$ cat src/rtl/ikbd_inputs_pkg.sv
// rtl/ikbd_inputs_pkg.sv - port0 bit map, gray quadrature stepping and saturating add
package ikbd_inputs_pkg;

   localparam int P0_X_A   = 0;
   localparam int P0_X_B   = 1;
   localparam int P0_Y_A   = 2;
   localparam int P0_Y_B   = 3;
   localparam int P0_BTN_L = 4;
   localparam int P0_BTN_R = 5;
   localparam int P0_FIRE  = 5;

   // Phase is {b, a}; forward order is 00 -> 01 -> 11 -> 10 -> 00.
   function automatic logic [1:0] gray_step(input logic [1:0] ph, input logic neg);
      logic [1:0] nxt;
      case (ph)
         2'b00:   nxt = neg ? 2'b10 : 2'b01;
         2'b01:   nxt = neg ? 2'b00 : 2'b11;
         2'b11:   nxt = neg ? 2'b01 : 2'b10;
         default: nxt = neg ? 2'b11 : 2'b00;
      endcase
      return nxt;
   endfunction

   // Symmetric saturation to +/-(2^(w-1)-1).
   function automatic logic signed [31:0] sat_add(input logic signed [31:0] a,
                                                  input logic signed [31:0] b,
                                                  input int w);
      logic signed [32:0] sum;
      logic signed [32:0] lim;
      sum = 33'(a) + 33'(b);
      lim = (33'sd1 <<< (w - 1)) - 33'sd1;
      if (sum > lim)
         sum = lim;
      else if (sum < -lim)
         sum = -lim;
      return sum[31:0];
   endfunction

endpackage

$ cat src/rtl/ikbd_quad_axis.sv
// rtl/ikbd_quad_axis.sv - one mouse axis: motion accumulator draining into a gray quadrature phase
module ikbd_quad_axis
   import ikbd_inputs_pkg::*;
#(
   parameter int DW    = 8,
   parameter int ACC_W = 10
)
(
   input  logic          clk,
   input  logic          res_n,
   input  logic          tick,
   input  logic          load,
   input  logic          zero,
   input  logic [DW-1:0] delta,
   output logic [1:0]    phase
);

   logic signed [ACC_W-1:0] acc;
   logic signed [31:0]      adj;
   logic                    take;

   always_comb begin
      take = tick && (acc != '0);
      adj  = load ? 32'($signed(delta)) : 32'sd0;
      if (take)
         adj = acc[ACC_W-1] ? adj + 32'sd1 : adj - 32'sd1;
   end

   // Clearing on a mode change leaves the phase where it is so the pins do not glitch.
   always_ff @(posedge clk) begin
      if (!res_n) begin
         acc   <= '0;
         phase <= 2'b00;
      end else if (zero) begin
         acc   <= '0;
      end else begin
         acc <= ACC_W'(sat_add(32'(acc), adj, ACC_W));
         if (take)
            phase <= gray_step(phase, acc[ACC_W-1]);
      end
   end

endmodule

$ cat src/rtl/ikbd_inputs.sv
// rtl/ikbd_inputs.sv - key matrix, quadrature mouse and joystick front-end for the ikbd
module ikbd_inputs
   import ikbd_inputs_pkg::*;
#(
   parameter int ROWS  = 8,
   parameter int COLS  = 15,
   parameter int DW    = 8,
   parameter int ACC_W = 10,
   parameter int QDIV  = 64
)
(
   input  logic                     clk,
   input  logic                     res_n,
   input  logic                     key_valid,
   output logic                     key_ready,
   input  logic [$clog2(ROWS)-1:0]  key_row,
   input  logic [$clog2(COLS)-1:0]  key_col,
   input  logic                     key_press,
   input  logic                     key_clear,
   input  logic [COLS-1:0]          matrix_out,
   output logic [ROWS-1:0]          matrix_in,
   input  logic                     mouse_valid,
   input  logic [DW-1:0]            mouse_dx,
   input  logic [DW-1:0]            mouse_dy,
   input  logic [1:0]               mouse_btn,
   input  logic                     joy_mode,
   input  logic [4:0]               joy0,
   output logic [5:0]               port0
);

   localparam int TW = $clog2(QDIV);

   logic [ROWS-1:0][COLS-1:0] key_state;
   logic [TW-1:0]             timer;
   logic                      tick;
   logic                      key_hit;
   logic                      mode_q;
   logic                      mode_chg;
   logic [1:0]                btn;
   logic [1:0]                x_ph;
   logic [1:0]                y_ph;
   logic [5:0]                port0_next;

   assign key_ready = res_n && !key_clear;
   assign key_hit   = key_valid && key_ready &&
                      (32'(key_row) < ROWS) && (32'(key_col) < COLS);
   assign tick      = (timer == '0);
   assign mode_chg  = (joy_mode != mode_q);

   always_ff @(posedge clk) begin
      if (!res_n || key_clear)
         key_state <= '0;
      else if (key_hit)
         key_state[key_row][key_col] <= key_press;
   end

   // Several driven columns OR together, so ghost keys appear as on the real matrix.
   always_ff @(posedge clk) begin
      if (!res_n)
         matrix_in <= '1;
      else
         for (int r = 0; r < ROWS; r++)
            matrix_in[r] <= ~|(key_state[r] & ~matrix_out);
   end

   ikbd_quad_axis #(.DW(DW), .ACC_W(ACC_W)) u_quad_x (
      .clk   (clk),
      .res_n (res_n),
      .tick  (tick),
      .load  (mouse_valid),
      .zero  (mode_chg),
      .delta (mouse_dx),
      .phase (x_ph)
   );

   ikbd_quad_axis #(.DW(DW), .ACC_W(ACC_W)) u_quad_y (
      .clk   (clk),
      .res_n (res_n),
      .tick  (tick),
      .load  (mouse_valid),
      .zero  (mode_chg),
      .delta (mouse_dy),
      .phase (y_ph)
   );

   always_comb begin
      port0_next = '0;
      if (joy_mode) begin
         port0_next[P0_FIRE] = joy0[4];
         port0_next[3:0]     = joy0[3:0];
      end else begin
         port0_next[P0_X_A]   = x_ph[0];
         port0_next[P0_X_B]   = x_ph[1];
         port0_next[P0_Y_A]   = y_ph[0];
         port0_next[P0_Y_B]   = y_ph[1];
         port0_next[P0_BTN_L] = btn[0];
         port0_next[P0_BTN_R] = btn[1];
      end
   end

   // mode_q follows joy_mode through reset so leaving reset is not seen as a mode change.
   always_ff @(posedge clk) begin
      if (!res_n) begin
         mode_q <= joy_mode;
         btn    <= 2'b00;
         timer  <= TW'(QDIV - 1);
         port0  <= '0;
      end else begin
         mode_q <= joy_mode;
         if (mouse_valid)
            btn <= mouse_btn;
         timer <= tick ? TW'(QDIV - 1) : timer - TW'(1);
         port0 <= port0_next;
      end
   end

endmodule

$ cat config.mk
export PLATFORM = sky130hd
export DESIGN_NAME = ikbd_inputs
export DESIGN_NICKNAME = d
export VERILOG_FILES = /design/src/rtl/ikbd_inputs_pkg.sv /design/src/rtl/ikbd_quad_axis.sv /design/src/rtl/ikbd_inputs.sv
export SDC_FILE = /design/constraint.sdc
export NUM_CORES = 1
export LEC_CHECK = 0
export BUFFER_PORTS_ARGS = -buffer_cell sky130_fd_sc_hd__buf_2
export CORE_MARGIN = 5
export CORE_UTILIZATION = 66
export DETAILED_ROUTE_END_ITERATION = 10
export PLACE_DENSITY = 0.92
export SYNTH_ARGS = -nofsm -noshare
export SYNTH_HDL_FRONTEND = slang
export SYNTH_HIERARCHICAL = 1
export SYNTH_SLANG_ARGS = --single-unit
$ cat constraint.sdc
create_clock -name clk -period 11.9 [get_ports clk]
set_input_delay 0.595 -clock clk [delete_from_list [all_inputs] [get_ports clk]]
set_output_delay 0.595 -clock clk [all_outputs]
set_load 0.02 [all_outputs]
Word-level counts from Yosys, hierarchy flattened. Index checks and enable logic that the tools add are counted.

Add/sub/neg operators: 7. Multiply operators: 0. Div/mod/pow operators: 0. Magnitude comparators: 9. Equality and inequality tests: 5. Shift operators: 0. Mux-type cells: 27. Bitwise gates (word level): 11. Reductions and logical operators: 38.

Operator list (number): two-way mux 32 bit (6); bitwise AND 15 bit (8); bitwise mux 120 bit (1); OR reduction 15 bit (8); adder 10 x 32 -> 33 bit (2); > comparator 33 x 10 -> 1 bit, second input constant (2); less-than comparator 33 x 10 -> 1 bit, second input constant (2); adder 32 x 2 -> 32 bit, second input constant (2); subtractor 32 x 2 -> 32 bit, second input constant (2); demux 15 bit (select 3 bit) (1); two-way mux 10 bit (2); nonzero test 10 bit (2); two-way mux 9 bit (2); two-way mux 2 bit (8); two-way mux 15 bit (1); inverter 15 bit (1); one-hot mux 2 bit (3 select lines) (2); logical NOT 1 bit (10); logical AND 1 bit (7); logical NOT 6 bit (1); OR reduction 2 bit (3); OR reduction 3 bit (2); subtractor 6 x 1 -> 6 bit, second input constant (1); less-than comparator 4 x 5 -> 1 bit, second input constant (1); 14 further kinds (20).

Register bits: 167. Bits in latches: 0. Memory bits (writable): 0. Bits in read-only memories: 0. Bits of input ports: 52. Output and inout port bits: 15. Logic and storage cells: 117. Memories kept: 0.

Depth between registers and ports, before layout.
Depth after elaboration: 8. Mapped depth: 30. Depth with buffers taken out: 28.

Cells and area by module. The synthesis kept the hierarchy.

By module, submodules not included: ikbd_quad_axis (times used 2, cells each 470, area each 3377.0 µm², seq. area each 240.2 µm²); ikbd_inputs (times used 1, cells each 875, area each 6645.1 µm², seq. area each 2862.7 µm²).

Worst setup path after synthesis. OpenSTA, ideal clock, no wires.

Path kind: reg2reg. Start: register u_quad_x.acc[9]. End: register u_quad_x.acc[2]. Setup time: 0.074 ns. Arrival time: 6.656 ns. Data required time: 11.826 ns. Path slack: 5.170 ns. Cell stages (with the launch flop): 28. Path buffers: 0. Clock period less this slack: 6.730 ns. Cell sequence: dfxtp_1 > inv_1 > ha_1 > a31oi_1 > o21ai_0 > nand2_1 > o21ai_0 > nand2_1 > o21ai_0 > maj3_1 > a21o_1 > inv_1 > fa_1 > inv_1 > fa_1 > nand2_1 > nand2_1 > ha_1 > a21oi_1 > o21ai_1 > o32ai_1 > a31oi_2 > a221oi_1 > xnor2_1 > or4b_4 > nor4b_4 > o21bai_2 > o22ai_2.

Longest elaborated chain between the ends: 7. Elaborated cells on any way between the ends: 9. Classes of those cells: add/sub: 1; order compare: 2; mux: 4; reduce/logical: 2.

Ends and longest elaborated chain: from (decl) (line ikbd_quad_axis.sv:18) `logic signed [ACC_W-1:0] acc;`; from (signal assigned) (line ikbd_quad_axis.sv:37) `acc <= ACC_W'(sat_add(32'(acc), adj, ACC_W));`; nonzero test 10 bit (line ikbd_quad_axis.sv:23) `take = tick && (acc != '0);`; logical AND 1 bit (line ikbd_quad_axis.sv:23); two-way mux 32 bit (line ikbd_quad_axis.sv:25) `if (take)`; adder 10 x 32 -> 33 bit (*) (line ikbd_inputs_pkg.sv:30) `sum = 33'(a) + 33'(b);`; less-than comparator 33 x 10 -> 1 bit (line ikbd_inputs_pkg.sv:34) `else if (sum < -lim)`; two-way mux 10 bit (line ikbd_inputs_pkg.sv:34); two-way mux 9 bit (*) (line ikbd_inputs_pkg.sv:32) `if (sum > lim)`.

Mark *: on every way between the ends. The rest lies on a longest branch, timed or not. A chain may end at the register's enable or synchronous reset.

Worst setup path in the final report.
Start: register u_quad_x.acc[9]. End: register u_quad_x.acc[4].

Same word-level chain as after synthesis.

==> flow_summary.yaml <==
sta:
  setup_viol: 0
  hold-worst-slack_ns: 0.436
  worst_slew_pin_slew_ns: 1.27
  maxSlewViolCount: 0
  fin_crit_sh_pct: 58.2
  grt_setup_unrepaired: "no"
  slew_headroom_pct: 15.0
  tns_ns: 0
  fmax_mhz: 144
  fin_skew_ns: 0.0119
  hold_viol_final: 0
  finalCriticalPeriod_ns: 6.92
yosys:
  mappedNetlistArea_sq_um: 13400
  synth-edff-count: 0
  synth_common_cells: "a21oi_1 (202), dfxtp_1 (167), nand2_1 (158)"
  synth.area.mux_share_pct: 0.840
  synthAdderAreaFrac_pct: 10.3
  syn_inst: 1815
  synth.distinct_cells: 84
  syn_nets: 1961
  postSynthAreaPerCell_sq_um: 7.38
  synth_top_area_cell: "dfxtp_1"
  synth_top_family_by_area: "compound AO/OA/AOI/OAI gates"
  synth_compound_area_share_pct: 29.5
  synth_warnings: 6
  synthTopCellsByArea: "dfxtp_1 (25%), a21oi_1 (7.5%), ha_1 (6.5%), nand3_1 (5.8%), o21ai_0 (4.8%)"
  synth_top_cell_area_share_pct: 25.0
  yosysMostFrequentCell: "a21oi_1"
  synth_simple_gate_area_share_pct: 21.8
  synthArstFlopShare_pct: 0
  synthXorXnorAreaFrac_pct: 4.51
  ys_ff_latch: 167
  seq_area_frac_synth_pct: 25.0
  synth_ff_type: "dfxtp_1"
die:
  start_util_pct: 66.6
  die_w_microns: 152
  num_io_pins: 67
  coreArea_sq_um: 20100
  die_h_microns: 152
  row_count: 52
  die_area_sq_um: 23300
global_route:
  grt_use_total_pct: 35.3
  grt_pass1_vias: 13500
  grt_start_max_net_pins: 121
  grt_pass1_wl_microns: 68600
  grt-ovfl-total: 0
  antenna_found_initial: 0
layout:
  nets: 1936
  fillers: 1671
  regArea_sq_um: 3350
  syn2layout_area_growth_pct: 5.86
  n_antenna_cell: 0
  multi_input_area_sq_um: 8980
  drive_above_1_share_pct: 9.60
placement:
  dp_hpwl_microns: 30300
  gp_congestion: 0.974
  port_buffers: 66
clock_network:
  insertion_delay_ns: 0.43
  cts_max_path_buffers: 2
  clock_sinks: 167
  cts_resized: 0
  cts_tree: "built"
  post_cts_buffers: 0
  clk_pin_slew_ns: 0.07
  h-tree-depth: 4
  cts_made_buffers: 17
  cts_hold_buffers: 0
  root_buffer: "clkbuf_16"
critical_path:
  startpoint_type: "flip-flop"
  max_stage_delay_ns: 0.51
  worst-path-max-fanout: 47
  required_ns: 12.25
  endpoint_kind: "flip-flop"
  cpMaxStageDelayCell: "buf_4"
  worst_path_most_repeated_cell: "nand2_1"
  worstSetupPathType: "reg -> reg"
  arrival_ns: 7.27
route:
  ant_nets: 0
  drt-vias-per-instance: 6.81
  drtPass1Iterations: 6
  wl_per_cell_microns: 20.6
  vias: 14100
  wirelength_microns: 42700
  drc: 0
  drt_iter0_markers: 2026
power_and_ir_drop:
  power_density_nw_per_um2: 103
  ir_drop_mv: 0.111
  p_leak_nw: 5.04
run_status:
  outcome: "finished, final reports clean"
run:
  drv_cap: 0
min_path:
  hp-class: "in -> reg"
## layer usage
metal	vias up	wire length, microns	GRT usage (%)
met2	936	19100	55.9
li1	6473	-	-
met4	0	2260	17.3
met1	6506	16700	46.5
met3	202	4590	6.90
met5	-	0	0
## metrics by stage
stage	cells	util (%)	area [sq um]	worst slack [ns]	total power [mW]
6_report	2073	70.6	14200	4.98	1.46
5_1_grt	2073	70.6	14200	4.37	1.52
4_1_cts	2073	70.6	14200	5.08	1.45
3_5_place_dp	2041	67.6	13600	5.03	0.900
3_3_place_gp	2041	67.6	13600	5.19	0.892
2_1_floorplan	1815	-	13400	5.17	0.827
## cells in the final DEF, fill, tap and decap left out, types with 20 or more instances in the layout
cell     synthesis  final
a21oi_1        202    202
and2_1          20     20
buf_2           25     65
dfxtp_1        167    165
fa_1            24     24
ha_1            70     70
inv_1          146    146
nand2_1        158    158
nand3_1        154    154
nand4_1         20     20
nor2_1          82     82
o21ai_0        128    128
o21ai_1         82     82
o22ai_1         52     52
xnor2_1         46     46
xor2_1          23     23
## worst paths after layout
check                                    end  slack (ns)  cells after the start                       start
hold / removal           port0[5]$_SDFF_PN0_        0.44                      3                     joy0[4]
setup / recovery  u_quad_x/acc[4]$_SDFF_PP0_        4.98                     28  u_quad_x/acc[9]$_SDFF_PP0_
setup reg to reg  u_quad_x/acc[4]$_SDFF_PP0_        4.98                     28  u_quad_x/acc[9]$_SDFF_PP0_
hold reg to reg          timer[0]$_SDFF_PP1_        0.45                      1         timer[0]$_SDFF_PP1_
## report_power, final
part	total, mW	leakage [nW]	internal [mW]	switching [mW]
Sequential	0.574	1.35	0.568	0.00664
Clock	0.562	0.290	0.305	0.257
Combinational	0.326	3.40	0.111	0.215
## cell families after synthesis
kind of cell	count (synthesis)
xor gates and xnor gates	69
adders and majority gates	96
and+or+nand+nor	569
DFF	167
AOI/OAI and AO/OA	640
buffers and inverters	263
muxes	11
## sequential cells by signal (all words and copies together) (netlist names)
| register | cells |
|---|---|
| btn | 2 |
| key_state | 120 |
| matrix_in | 8 |
| mode_q | 1 |
| port0 | 6 |
| timer | 6 |
| u_quad_x/acc | 10 |
| u_quad_x/phase | 2 |
| u_quad_y/acc | 10 |
| u_quad_y/phase | 2 |
## critical path, delay by kind of cell (launching register included)
family	cells	cell delay, ns
xor gates and xnor gates	1	0.19
AOI/OAI and AO/OA	12	2.33
and+or+nand+nor	6	1.15
buffers and inverters	4	0.98
DFF	1	0.32
adders and majority gates	5	1.87
## layout make-up
cell class	instances	area share, %
inverters	147	3.89
clock inverters	13	1.07
flip-flops and latches	167	23.6
clock buffers	19	3.12
well taps	270	2.38
repair buffers	72	2.66
multi-input cells	1385	63.3
No activity file was read; power rests on OpenSTA's default activity.
